$ cat src/rtl/branch_resolve_pkg.sv
// ---------------------------------------------------------------------------
// branch_pkg
//
// Purpose : shared definitions for the execute-stage branch resolver.
//           Holds the control-flow op codes and their width, the resolver
//           FSM state encoding, the default flush length and default
//           datapath widths, plus small op-classification helpers.
// Ports   : none (package).
// Macro   : none (the optional BRANCH_RESOLVE_STATS_EN feature lives in
//           branch_resolve.sv).
// ---------------------------------------------------------------------------
package branch_pkg;

    // Op code field width and encodings. Values 6 and 7 are unused and are
    // treated exactly like NOP by the resolver.
    localparam int OP_W = 3;

    typedef enum logic [OP_W-1:0] {
        OP_NOP = 3'd0,
        OP_BNE = 3'd1,
        OP_BLT = 3'd2,
        OP_J   = 3'd3,
        OP_JAL = 3'd4,
        OP_JR  = 3'd5
    } op_e;

    // Resolver FSM states.
    typedef enum logic {
        ST_IDLE  = 1'b0,
        ST_FLUSH = 1'b1
    } state_e;

    // Default configuration.
    localparam int PC_W_DEFAULT         = 32;
    localparam int IMM_W_DEFAULT        = 17;
    localparam int TGT_W_DEFAULT        = 27;
    localparam int FLUSH_CYCLES_DEFAULT = 2;

    // Flush counter width; enough for the legal FLUSH_CYCLES range 1..7.
    localparam int FLUSH_CNT_W = 3;

    // True for the conditional branches (the ops that consult a compare flag).
    function automatic logic is_cond_branch(input logic [OP_W-1:0] op);
        return (op == OP_BNE) || (op == OP_BLT);
    endfunction

    // True for any op the resolver acts on (everything except NOP and the
    // two unused encodings).
    function automatic logic is_ctrl_op(input logic [OP_W-1:0] op);
        return (op >= OP_BNE) && (op <= OP_JR);
    endfunction

endpackage : branch_pkg

$ cat src/rtl/branch_resolve_if.sv
// ---------------------------------------------------------------------------
// branch_resolve_if
//
// Purpose : bundles the execute-stage request signals (op, PC, immediate,
//           jump target, JR register value, compare flags) with the
//           resolver's responses (ready, redirect, flush, link write).
// Modports:
//   master - execute stage / ALU side: drives the request, observes results
//   slave  - branch_resolve: consumes the request, drives the results
// Signals:
//   ex_valid, ex_op, ex_pc, ex_imm, ex_tgt, ex_rd_val   request
//   is_not_equal, is_less_than                           compare flags
//   ex_ready                                             resolver can accept
//   redirect, redirect_pc                                fetch PC load
//   flush                                                squash fetch/decode
//   link_we, link_data                                   $31 write for JAL
// ---------------------------------------------------------------------------
interface branch_resolve_if
    import branch_pkg::*;
#(
    parameter int PC_W  = PC_W_DEFAULT,
    parameter int IMM_W = IMM_W_DEFAULT,
    parameter int TGT_W = TGT_W_DEFAULT
);

    // Request from execute
    logic              ex_valid;
    logic              ex_ready;
    logic [OP_W-1:0]   ex_op;
    logic [PC_W-1:0]   ex_pc;
    logic [IMM_W-1:0]  ex_imm;
    logic [TGT_W-1:0]  ex_tgt;
    logic [PC_W-1:0]   ex_rd_val;

    // Compare flags from the ALU comparator
    logic              is_not_equal;
    logic              is_less_than;

    // Results toward fetch / pipeline registers / register file
    logic              redirect;
    logic [PC_W-1:0]   redirect_pc;
    logic              flush;
    logic              link_we;
    logic [PC_W-1:0]   link_data;

    modport master (
        output ex_valid,
        output ex_op,
        output ex_pc,
        output ex_imm,
        output ex_tgt,
        output ex_rd_val,
        output is_not_equal,
        output is_less_than,
        input  ex_ready,
        input  redirect,
        input  redirect_pc,
        input  flush,
        input  link_we,
        input  link_data
    );

    modport slave (
        input  ex_valid,
        input  ex_op,
        input  ex_pc,
        input  ex_imm,
        input  ex_tgt,
        input  ex_rd_val,
        input  is_not_equal,
        input  is_less_than,
        output ex_ready,
        output redirect,
        output redirect_pc,
        output flush,
        output link_we,
        output link_data
    );

endinterface : branch_resolve_if

$ cat src/rtl/branch_resolve_target_gen.sv
// ---------------------------------------------------------------------------
// branch_target_gen
//
// Purpose : purely combinational redirect-target selection.
//           BNE/BLT : pc + 1 + sign_ext(imm)
//           J/JAL   : zero_ext(tgt)
//           JR      : rd_val
//           All arithmetic wraps modulo 2^PC_W.
//           Also provides pc + 1, reused as the JAL link value.
// Ports   :
//   op_i        op code (branch_pkg encoding)
//   pc_i        PC of the execute instruction
//   imm_i       branch offset (signed)
//   tgt_i       jump target (unsigned)
//   rd_val_i    register value for JR
//   target_o    selected redirect target
//   pc_plus1_o  pc_i + 1
// ---------------------------------------------------------------------------
module branch_target_gen
    import branch_pkg::*;
#(
    parameter int PC_W  = PC_W_DEFAULT,
    parameter int IMM_W = IMM_W_DEFAULT,
    parameter int TGT_W = TGT_W_DEFAULT
) (
    input  logic [OP_W-1:0]  op_i,
    input  logic [PC_W-1:0]  pc_i,
    input  logic [IMM_W-1:0] imm_i,
    input  logic [TGT_W-1:0] tgt_i,
    input  logic [PC_W-1:0]  rd_val_i,
    output logic [PC_W-1:0]  target_o,
    output logic [PC_W-1:0]  pc_plus1_o
);

    logic [PC_W-1:0] imm_sext;
    logic [PC_W-1:0] tgt_zext;
    logic [PC_W-1:0] branch_tgt;

    assign imm_sext   = {{(PC_W-IMM_W){imm_i[IMM_W-1]}}, imm_i};
    assign tgt_zext   = {{(PC_W-TGT_W){1'b0}}, tgt_i};
    assign pc_plus1_o = pc_i + {{(PC_W-1){1'b0}}, 1'b1};
    assign branch_tgt = pc_plus1_o + imm_sext;

    always_comb begin
        target_o = branch_tgt;
        case (op_i)
            OP_J, OP_JAL: target_o = tgt_zext;
            OP_JR:        target_o = rd_val_i;
            default:      target_o = branch_tgt;
        endcase
    end

endmodule : branch_target_gen

$ cat src/rtl/branch_resolve.sv
// ---------------------------------------------------------------------------
// branch_resolve
//
// Purpose : execute-stage control-flow resolver. Decides taken/not-taken for
//           BNE, BLT, J, JAL and JR from the ALU compare flags, and one cycle
//           after a taken accept drives a single-cycle redirect to the fetch
//           PC mux together with a FLUSH_CYCLES-long flush of the fetch and
//           decode pipeline registers. JAL also pulses a link write of pc+1.
//           While flushing the block is not ready; ops presented then are
//           wrong-path and are dropped. Not-taken ops are accepted every
//           cycle with no bubble.
// Ports   :
//   clock          rising-edge clock
//   reset          synchronous, active-high reset
//   bus            branch_resolve_if.slave (request, flags, results)
//   stat_resolved  [BRANCH_RESOLVE_STATS_EN only] accepted BNE/BLT count
//   stat_taken     [BRANCH_RESOLVE_STATS_EN only] accepted taken BNE/BLT count
// Macro   : BRANCH_RESOLVE_STATS_EN adds the two wrapping 32-bit counters.
// Params  : PC_W, IMM_W, TGT_W widths; FLUSH_CYCLES flush length (1..7).
// ---------------------------------------------------------------------------
module branch_resolve
    import branch_pkg::*;
#(
    parameter int PC_W         = PC_W_DEFAULT,
    parameter int IMM_W        = IMM_W_DEFAULT,
    parameter int TGT_W        = TGT_W_DEFAULT,
    parameter int FLUSH_CYCLES = FLUSH_CYCLES_DEFAULT
) (
    input  logic                  clock,
    input  logic                  reset,
    branch_resolve_if.slave       bus
`ifdef BRANCH_RESOLVE_STATS_EN
    ,
    output logic [31:0]           stat_resolved,
    output logic [31:0]           stat_taken
`endif
);

    // The counter holds "flush cycles remaining after this one", so a taken
    // accept loads FLUSH_CYCLES-1 and the FSM leaves FLUSH on the edge after
    // it reads zero.
    localparam logic [FLUSH_CNT_W-1:0] FLUSH_LOAD = FLUSH_CNT_W'(FLUSH_CYCLES - 1);

    // ------------------------------------------------------------------
    // State and registered outputs
    // ------------------------------------------------------------------
    state_e                  state_q;
    logic [FLUSH_CNT_W-1:0]  flush_cnt_q;
    logic                    ex_ready_q;
    logic                    redirect_q;
    logic [PC_W-1:0]         redirect_pc_q;
    logic                    flush_q;
    logic                    link_we_q;
    logic [PC_W-1:0]         link_data_q;

    // ------------------------------------------------------------------
    // Decode of the current execute op
    // ------------------------------------------------------------------
    logic                    accept_d;
    logic                    taken_d;
    logic                    is_jal_d;
    logic [PC_W-1:0]         target_d;
    logic [PC_W-1:0]         pc_plus1_d;

    branch_target_gen #(
        .PC_W  (PC_W),
        .IMM_W (IMM_W),
        .TGT_W (TGT_W)
    ) u_target_gen (
        .op_i       (bus.ex_op),
        .pc_i       (bus.ex_pc),
        .imm_i      (bus.ex_imm),
        .tgt_i      (bus.ex_tgt),
        .rd_val_i   (bus.ex_rd_val),
        .target_o   (target_d),
        .pc_plus1_o (pc_plus1_d)
    );

    // ex_ready_q is only ever high in IDLE, so gating the accept with it
    // also drops every op presented during FLUSH.
    always_comb begin
        accept_d = bus.ex_valid & ex_ready_q & is_ctrl_op(bus.ex_op);
        is_jal_d = (bus.ex_op == OP_JAL);
        taken_d  = 1'b0;
        // Each conditional branch looks only at its own flag.
        case (bus.ex_op)
            OP_BNE:              taken_d = bus.is_not_equal;
            OP_BLT:              taken_d = bus.is_less_than;
            OP_J, OP_JAL, OP_JR: taken_d = 1'b1;
            default:             taken_d = 1'b0;
        endcase
    end

    // ------------------------------------------------------------------
    // Resolver FSM with registered outputs
    // ------------------------------------------------------------------
    always_ff @(posedge clock) begin
        if (reset) begin
            state_q       <= ST_IDLE;
            flush_cnt_q   <= '0;
            ex_ready_q    <= 1'b1;
            redirect_q    <= 1'b0;
            redirect_pc_q <= '0;
            flush_q       <= 1'b0;
            link_we_q     <= 1'b0;
            link_data_q   <= '0;
        end else begin
            // Redirect and link write are single-cycle pulses.
            redirect_q <= 1'b0;
            link_we_q  <= 1'b0;

            case (state_q)
                ST_IDLE: begin
                    if (accept_d && taken_d) begin
                        state_q       <= ST_FLUSH;
                        flush_cnt_q   <= FLUSH_LOAD;
                        ex_ready_q    <= 1'b0;
                        flush_q       <= 1'b1;
                        redirect_q    <= 1'b1;
                        redirect_pc_q <= target_d;
                        if (is_jal_d) begin
                            link_we_q   <= 1'b1;
                            link_data_q <= pc_plus1_d;
                        end
                    end
                end

                ST_FLUSH: begin
                    if (flush_cnt_q == '0) begin
                        state_q    <= ST_IDLE;
                        ex_ready_q <= 1'b1;
                        flush_q    <= 1'b0;
                    end else begin
                        flush_cnt_q <= flush_cnt_q - FLUSH_CNT_W'(1);
                    end
                end

                default: begin
                    state_q    <= ST_IDLE;
                    ex_ready_q <= 1'b1;
                    flush_q    <= 1'b0;
                end
            endcase
        end
    end

    assign bus.ex_ready    = ex_ready_q;
    assign bus.redirect    = redirect_q;
    assign bus.redirect_pc = redirect_pc_q;
    assign bus.flush       = flush_q;
    assign bus.link_we     = link_we_q;
    assign bus.link_data   = link_data_q;

`ifdef BRANCH_RESOLVE_STATS_EN
    // ------------------------------------------------------------------
    // Conditional-branch statistics; jumps are deliberately not counted.
    // ------------------------------------------------------------------
    logic [31:0] stat_resolved_q;
    logic [31:0] stat_taken_q;

    always_ff @(posedge clock) begin
        if (reset) begin
            stat_resolved_q <= '0;
            stat_taken_q    <= '0;
        end else if (accept_d && is_cond_branch(bus.ex_op)) begin
            stat_resolved_q <= stat_resolved_q + 32'd1;
            if (taken_d) begin
                stat_taken_q <= stat_taken_q + 32'd1;
            end
        end
    end

    assign stat_resolved = stat_resolved_q;
    assign stat_taken    = stat_taken_q;
`endif

endmodule : branch_resolve

$ cat src/flat_wrapper.sv
// flat-port wrapper written by rule: the top's interface ports become plain ports
module branch_resolve_flat import branch_pkg::*;
#(
    parameter int PC_W         = PC_W_DEFAULT,
    parameter int IMM_W        = IMM_W_DEFAULT,
    parameter int TGT_W        = TGT_W_DEFAULT,
    parameter int FLUSH_CYCLES = FLUSH_CYCLES_DEFAULT
)
  (clock, reset, bus_ex_valid, bus_ex_op, bus_ex_pc, bus_ex_imm, bus_ex_tgt, bus_ex_rd_val, bus_is_not_equal, bus_is_less_than, bus_ex_ready, bus_redirect, bus_redirect_pc, bus_flush, bus_link_we, bus_link_data);
  branch_resolve_if #(.PC_W(PC_W), .IMM_W(IMM_W), .TGT_W(TGT_W)) bus_i ();
  input  logic clock;
  input  logic reset;
  input wire logic [$bits(bus_i.ex_valid)-1:0] bus_ex_valid;
  input wire logic [$bits(bus_i.ex_op)-1:0] bus_ex_op;
  input wire logic [$bits(bus_i.ex_pc)-1:0] bus_ex_pc;
  input wire logic [$bits(bus_i.ex_imm)-1:0] bus_ex_imm;
  input wire logic [$bits(bus_i.ex_tgt)-1:0] bus_ex_tgt;
  input wire logic [$bits(bus_i.ex_rd_val)-1:0] bus_ex_rd_val;
  input wire logic [$bits(bus_i.is_not_equal)-1:0] bus_is_not_equal;
  input wire logic [$bits(bus_i.is_less_than)-1:0] bus_is_less_than;
  output wire logic [$bits(bus_i.ex_ready)-1:0] bus_ex_ready;
  output wire logic [$bits(bus_i.redirect)-1:0] bus_redirect;
  output wire logic [$bits(bus_i.redirect_pc)-1:0] bus_redirect_pc;
  output wire logic [$bits(bus_i.flush)-1:0] bus_flush;
  output wire logic [$bits(bus_i.link_we)-1:0] bus_link_we;
  output wire logic [$bits(bus_i.link_data)-1:0] bus_link_data;
  assign bus_i.ex_valid = bus_ex_valid;
  assign bus_i.ex_op = bus_ex_op;
  assign bus_i.ex_pc = bus_ex_pc;
  assign bus_i.ex_imm = bus_ex_imm;
  assign bus_i.ex_tgt = bus_ex_tgt;
  assign bus_i.ex_rd_val = bus_ex_rd_val;
  assign bus_i.is_not_equal = bus_is_not_equal;
  assign bus_i.is_less_than = bus_is_less_than;
  assign bus_ex_ready = bus_i.ex_ready;
  assign bus_redirect = bus_i.redirect;
  assign bus_redirect_pc = bus_i.redirect_pc;
  assign bus_flush = bus_i.flush;
  assign bus_link_we = bus_i.link_we;
  assign bus_link_data = bus_i.link_data;
  branch_resolve #(.PC_W(PC_W), .IMM_W(IMM_W), .TGT_W(TGT_W), .FLUSH_CYCLES(FLUSH_CYCLES)) u_core (.clock(clock), .reset(reset), .bus(bus_i));
endmodule
$ cat config.mk
export PLATFORM = sky130hd
export DESIGN_NAME = branch_resolve_flat
export DESIGN_NICKNAME = d
export VERILOG_FILES = /design/src/rtl/branch_resolve_pkg.sv /design/src/rtl/branch_resolve_if.sv /design/src/rtl/branch_resolve_target_gen.sv /design/src/rtl/branch_resolve.sv /design/src/flat_wrapper.sv
export SDC_FILE = /design/constraint.sdc
export NUM_CORES = 1
export LEC_CHECK = 0
export ABC_CLOCK_PERIOD_IN_PS = 3920
export BUFFER_PORTS_ARGS = -buffer_cell sky130_fd_sc_hd__buf_2
export CAP_MARGIN = 20
export CORE_MARGIN = 1
export CORE_UTILIZATION = 51
export CTS_BUF_LIST = sky130_fd_sc_hd__clkbuf_4 sky130_fd_sc_hd__clkbuf_8 sky130_fd_sc_hd__clkbuf_16
export DETAILED_ROUTE_END_ITERATION = 10
export HOLD_SLACK_MARGIN = 0.08
export PLACE_DENSITY_LB_ADDON = 0.15
export SLEW_MARGIN = 5
export SYNTH_ARGS = -nofsm -noshare
export SYNTH_HDL_FRONTEND = slang
export SYNTH_SLANG_ARGS = --single-unit
$ cat constraint.sdc
create_clock -name clock -period 3.92 [get_ports clock]
set_clock_uncertainty 0.15 [all_clocks]
set_input_delay 0.392 -clock clock [delete_from_list [all_inputs] [get_ports clock]]
set_output_delay 0.392 -clock clock [all_outputs]
set_load 0.005 [all_outputs]
# After elaboration in Yosys (flattened, before gate mapping)
# Cells that the tools add are included.
# totals
reg_bits	72
output_inout_bits	68
word_cells	51
# op_classes
bitwise	4
n_eq_ne	8
muxes	15
n_addsub	3
n_reduce_logical	11
magnitude_cmp	2
# op_table
operator	n
case mux 32 bit (2 select lines)	1
adder 32 x 1 -> 32 bit, second input constant	1
adder 32 bit	1
two-way mux 1 bit	7
equality test 3 x 2 -> 1 bit, second input constant	2
equality test 3 bit, second input constant	2
two-way mux 3 bit	2
case mux 1 bit (2 select lines)	3
case mux 3 bit (2 select lines)	1
AND reduction 2 bit	3
OR reduction 3 bit	2
!= test 2 bit, second input constant	2
OR reduction 2 bit	2
equality test 3 x 1 -> 1 bit, second input constant	1
>= comparator 3 x 1 -> 1 bit, second input constant	1
<= comparator 3 bit, second input constant	1
logical NOT 3 bit	1
case mux 1 bit (3 select lines)	1
AND reduction 3 bit	1
subtractor 3 x 1 -> 3 bit, second input constant	1
AND 1 bit	2
logical AND 1 bit	2
!= test 2 x 1 -> 1 bit, second input constant	1
inverter 1 bit	2

# Longest topological paths before layout
# depth
word_depth	6
mapped_depth	16

# By module
# From an unflattened synthesis, not the netlist that was laid out.
# hier_totals
cells_unflattened	738
area_unflattened_um2	5918.2
# by_module_without_submodules
module	area_per_inst_um2	seq_area_each_um2	instances	cells_each
branch_resolve	3007.9	1441.4	1	323
branch_target_gen	2910.3	0.0	1	415

# Worst setup path before layout
# Ideal clock, no wire load.
# synth_path
path_type	input -> register
from	in bus_ex_pc[3]
to	reg u_core.redirect_pc_q[28], in the netlist u_core.bus.redirect_pc[28]
slack_ps	461
arrival_time_ps	3205
n_path_buf	2
stages	15
t_required_ps	3667
setup_ps	103
path_cell_list	and4_1 -> buf_4 -> nand3_2 -> or3_4 -> nor2_1 -> xor2_1 -> ha_1 -> clkbuf_1 -> nand4_1 -> o211ai_1 -> a21oi_1 -> o31ai_2 -> a221oi_1 -> xor2_1 -> a2111oi_2
# synth_between
elab_chain_cells	3
# synth_rtl
item	line	source
from (decl)	flat_wrapper.sv:15	input wire logic [$bits(bus_i.ex_pc)-1:0] bus_ex_pc;
adder 32 x 1 -> 32 bit	branch_resolve_target_gen.sv:41	assign pc_plus1_o = pc_i + {{(PC_W-1){1'b0}}, 1'b1};
named net u_core.pc_plus1_d[22]	branch_resolve.sv:63	logic [PC_W-1:0] pc_plus1_d;
adder 32 bit	branch_resolve_target_gen.sv:42	assign branch_tgt = pc_plus1_o + imm_sext;
case mux 32 bit (2 select lines)	branch_resolve_target_gen.sv:46	case (op_i)
to (signal assigned)	branch_resolve.sv:120	redirect_pc_q <= target_d;
to (decl)	branch_resolve.sv:51	logic [PC_W-1:0] redirect_pc_q;
# The timed path passes the listed nets, and every way through them passes these cells.
# A chain may end at the register's enable or synchronous reset.

# Worst setup path after layout
# layout_path
from	in bus_ex_pc[2]
to	reg u_core.redirect_pc_q[26], in the netlist u_core.bus.redirect_pc[26]
# The elaborated chain is that of the path after synthesis.

==> reports/results.ini <==
[finish]
drive_gt1_share_pct = 28.09
nets = 1013
final_cell_count_no_fill = 998
diodes = 0
synthToLayoutAreaGrowth_pct = 25.43

[grt]
antenna_found_initial = 0
grt_pass1_vias = 5410
grt-ovfl-total = 0
grt_usage_pct = 29.32
grt_max_degree = 41
grt_pass1_wl_um = 26030

[critical_path]
worstPathArrival_ps = 3710
criticalPathCategory = input port to register
startpoint = bus_ex_pc[2]
cp-end-kind = register
r2r_slack_ps = 1600
cp_max_fo = 6
start_kind = input port
r2r_cells = 7
rr_startpoint = u_core.state_q$_SDFF_PP0_
r2r-end = u_core.bus.redirect_pc[12]$_SDFFE_PP0P_
cp_data_required_time_ps = 3990
crit_end = u_core.bus.redirect_pc[26]$_SDFFE_PP0P_

[floorplan]
die_x_um = 104.2
design.die.area_um2 = 10850
io_pins = 184
die_y_um = 104.2
coreArea_um2 = 9955
start_util_pct = 53.47
num_rows = 36

[timing]
rsz0062_at_grt = false
slew_headroom_pct = 40.11
hold_viol = 0
period_share_pct = 92.90
final_max_slew_viol_count = 0
period_minus_slack_ps = 3642
worst_pin_slew_ps = 898.1
layout_setup_ws_ps = 278.2
fmax_mhz = 274.6
setup_viol = 0

[synth]
synth_edf_count = 0
synth_area_um2 = 5323
asyncSetResetFlopFracSynth_pct = 0
syn_inst = 683
syn_area_per_cell_um2 = 7.793
yosysSeqAreaShare_pct = 27.08
yosysWarningCount = 0
synth_cell_type_count = 65
synth_area_leaders = dfxtp_1, ha_1, nor2_1
synth_common_cells = nor2_1, dfxtp_1, a21oi_1
syn-num-nets = 836
synth_largest_area_cell = dfxtp_1
yosysMostFrequentCell = nor2_1
synthFlopType = dfxtp_1
synth_seq_cells = 72
synth_top_cell_area_share_pct = 27.08

[clocking]
cts_tree = yes
cts_sinks = 72
cts.path.max_buffers = 2
htreeDepth = 3
cts_setup_buffers = 0
worst_skew_pair.late_latency_ps = 350
hold_buffers = 0
cts_root_buf = clkbuf_8
numCtsBuffers = 9
ctsResizeCount = 0
clkTransAtPathRegs_ps = 80

[run_status]
status = finished, final reports clean

[pwr]
total_power_mw = 2.222
peakVddDrop_mv = 0.1719
power.density_nw_per_um2 = 332.9
p_leak_nw = 3.027

[routing]
drt_wl_total_um = 16420
vias = 5848
drt_iter0_markers = 415
via_per_inst = 5.860
drc = 0
postRouteAntennaNets = 0
first_pass_iters = 6
wl_per_cell_um = 16.45

[min_path]
hold_path_class = input port to register

[placement]
dpl.cell_count = 981
gp_congestion = 0.9428
portBuffers = 183
dp_slack_ps = -15.79
dpl.hpwl_um = 12820

[job]
maxCapViolations = 0

[cells by family (layout without fill, tap and decap cells)]
family	after synthesis	count (layout)	share of synthesized area [%]
XOR/XNOR	57	57	9.661
flip-flops	72	72	27.08
AO/OA/AOI/OAI	195	195	25.86
buffers and inverters	50	232	3.714
AND/OR/NAND/NOR	270	270	24.45
adder cells (fa/ha/maj)	37	37	8.839
multiplexers	2	2	0.3996
[layout by cell type (no fill, tap or decap), types with 11 or more instances in the layout]
| cell | count |
|---|---|
| a21oi_1 | 57 |
| buf_2 | 183 |
| nand4_1 | 13 |
| o21ai_0 | 22 |
| inv_1 | 11 |
| nand3_1 | 19 |
| buf_4 | 21 |
| a21o_1 | 16 |
| nand2_1 | 45 |
| ha_1 | 36 |
| xor2_1 | 20 |
| nor3_1 | 37 |
| a211oi_1 | 25 |
| xnor2_1 | 35 |
| dfxtp_1 | 72 |
| nor2_1 | 106 |
[how the worst min path moves through the flow]
stage | from | to | slack, ps | depth (start not counted)
CTS | bus_ex_pc[0] | u_core.bus.link_data[0]$_SDFFE_PP0P_ | 160 | 2
global placement | u_core.bus.link_data[2]$_SDFFE_PP0P_ | u_core.bus.link_data[2]$_SDFFE_PP0P_ | 290 | 2
global route | bus_ex_pc[0] | u_core.bus.link_data[0]$_SDFFE_PP0P_ | 180 | 2
finish | bus_ex_pc[0] | u_core.bus.link_data[0]$_SDFFE_PP0P_ | 180 | 2
detailed placement | u_core.bus.link_data[2]$_SDFFE_PP0P_ | u_core.bus.link_data[2]$_SDFFE_PP0P_ | 300 | 2
floorplan | u_core.bus.flush$_SDFFE_PP0P_ | u_core.bus.flush$_SDFFE_PP0P_ | 300 | 2
[per-stage QoR]
step	hold slack, ps	TNS (ps)	utilization, %	cell area, um2
after CTS	162.3	0	66.79	6649
after global routing	176.5	0	67.07	6676
after detailed placement	300.9	-23.26	64.58	6429
after floorplan	302.7	0	-	5323
after global placement	290.9	0	64.58	6429
final	177.6	0	67.07	6676
[flip-flops by register name (all words and copies together) (netlist names)]
name / flops
u_core.bus.link_data: 32
u_core.bus.redirect_pc: 32
u_core.flush_cnt_q: 3
u_core.bus.ex_ready: 1
u_core.bus.flush: 1
u_core.bus.link_we: 1
u_core.bus.redirect: 1
u_core.state_q: 1
[layer usage]
layer  up-vias  share of wire (%)  GRT usage, %
met3        24                6.5         4.198
met1      2698                 46         40.52
met2       248                 46         47.38
met4         0                1.3         8.265
met5         -                  0             0
li1       2878                  -             -
[layout make-up]
type	count	area [um2]
Tap cell	133	166.4
Clock inverter	7	96.34
Timing Repair Buffer	205	1101
Sequential cell	72	1441
Fill cell	874	3278
Inverter	11	41.29
Clock buffer	9	123.9
Multi-Input combinational cell	561	3706
[worst max-delay path, stage by stage]
cell	delay, ps
buf_2	130
and4_1	310
buf_4	160
and3_1	190
nand2_1	80
xnor2_1	270
ha_1	360
and4_1	210
a221o_1	370
a211oi_2	220
o31ai_2	130
and3b_1	200
nor4_1	330
xor2_1	260
o32ai_1	110
[where the power goes]
part           leakage, nW  switching (mW)  internal (mW)
registers            0.588          0.0280          0.785
logic                 2.33           0.424          0.322
clock network        0.113           0.304          0.359
(Power assumes the default switching activity.)
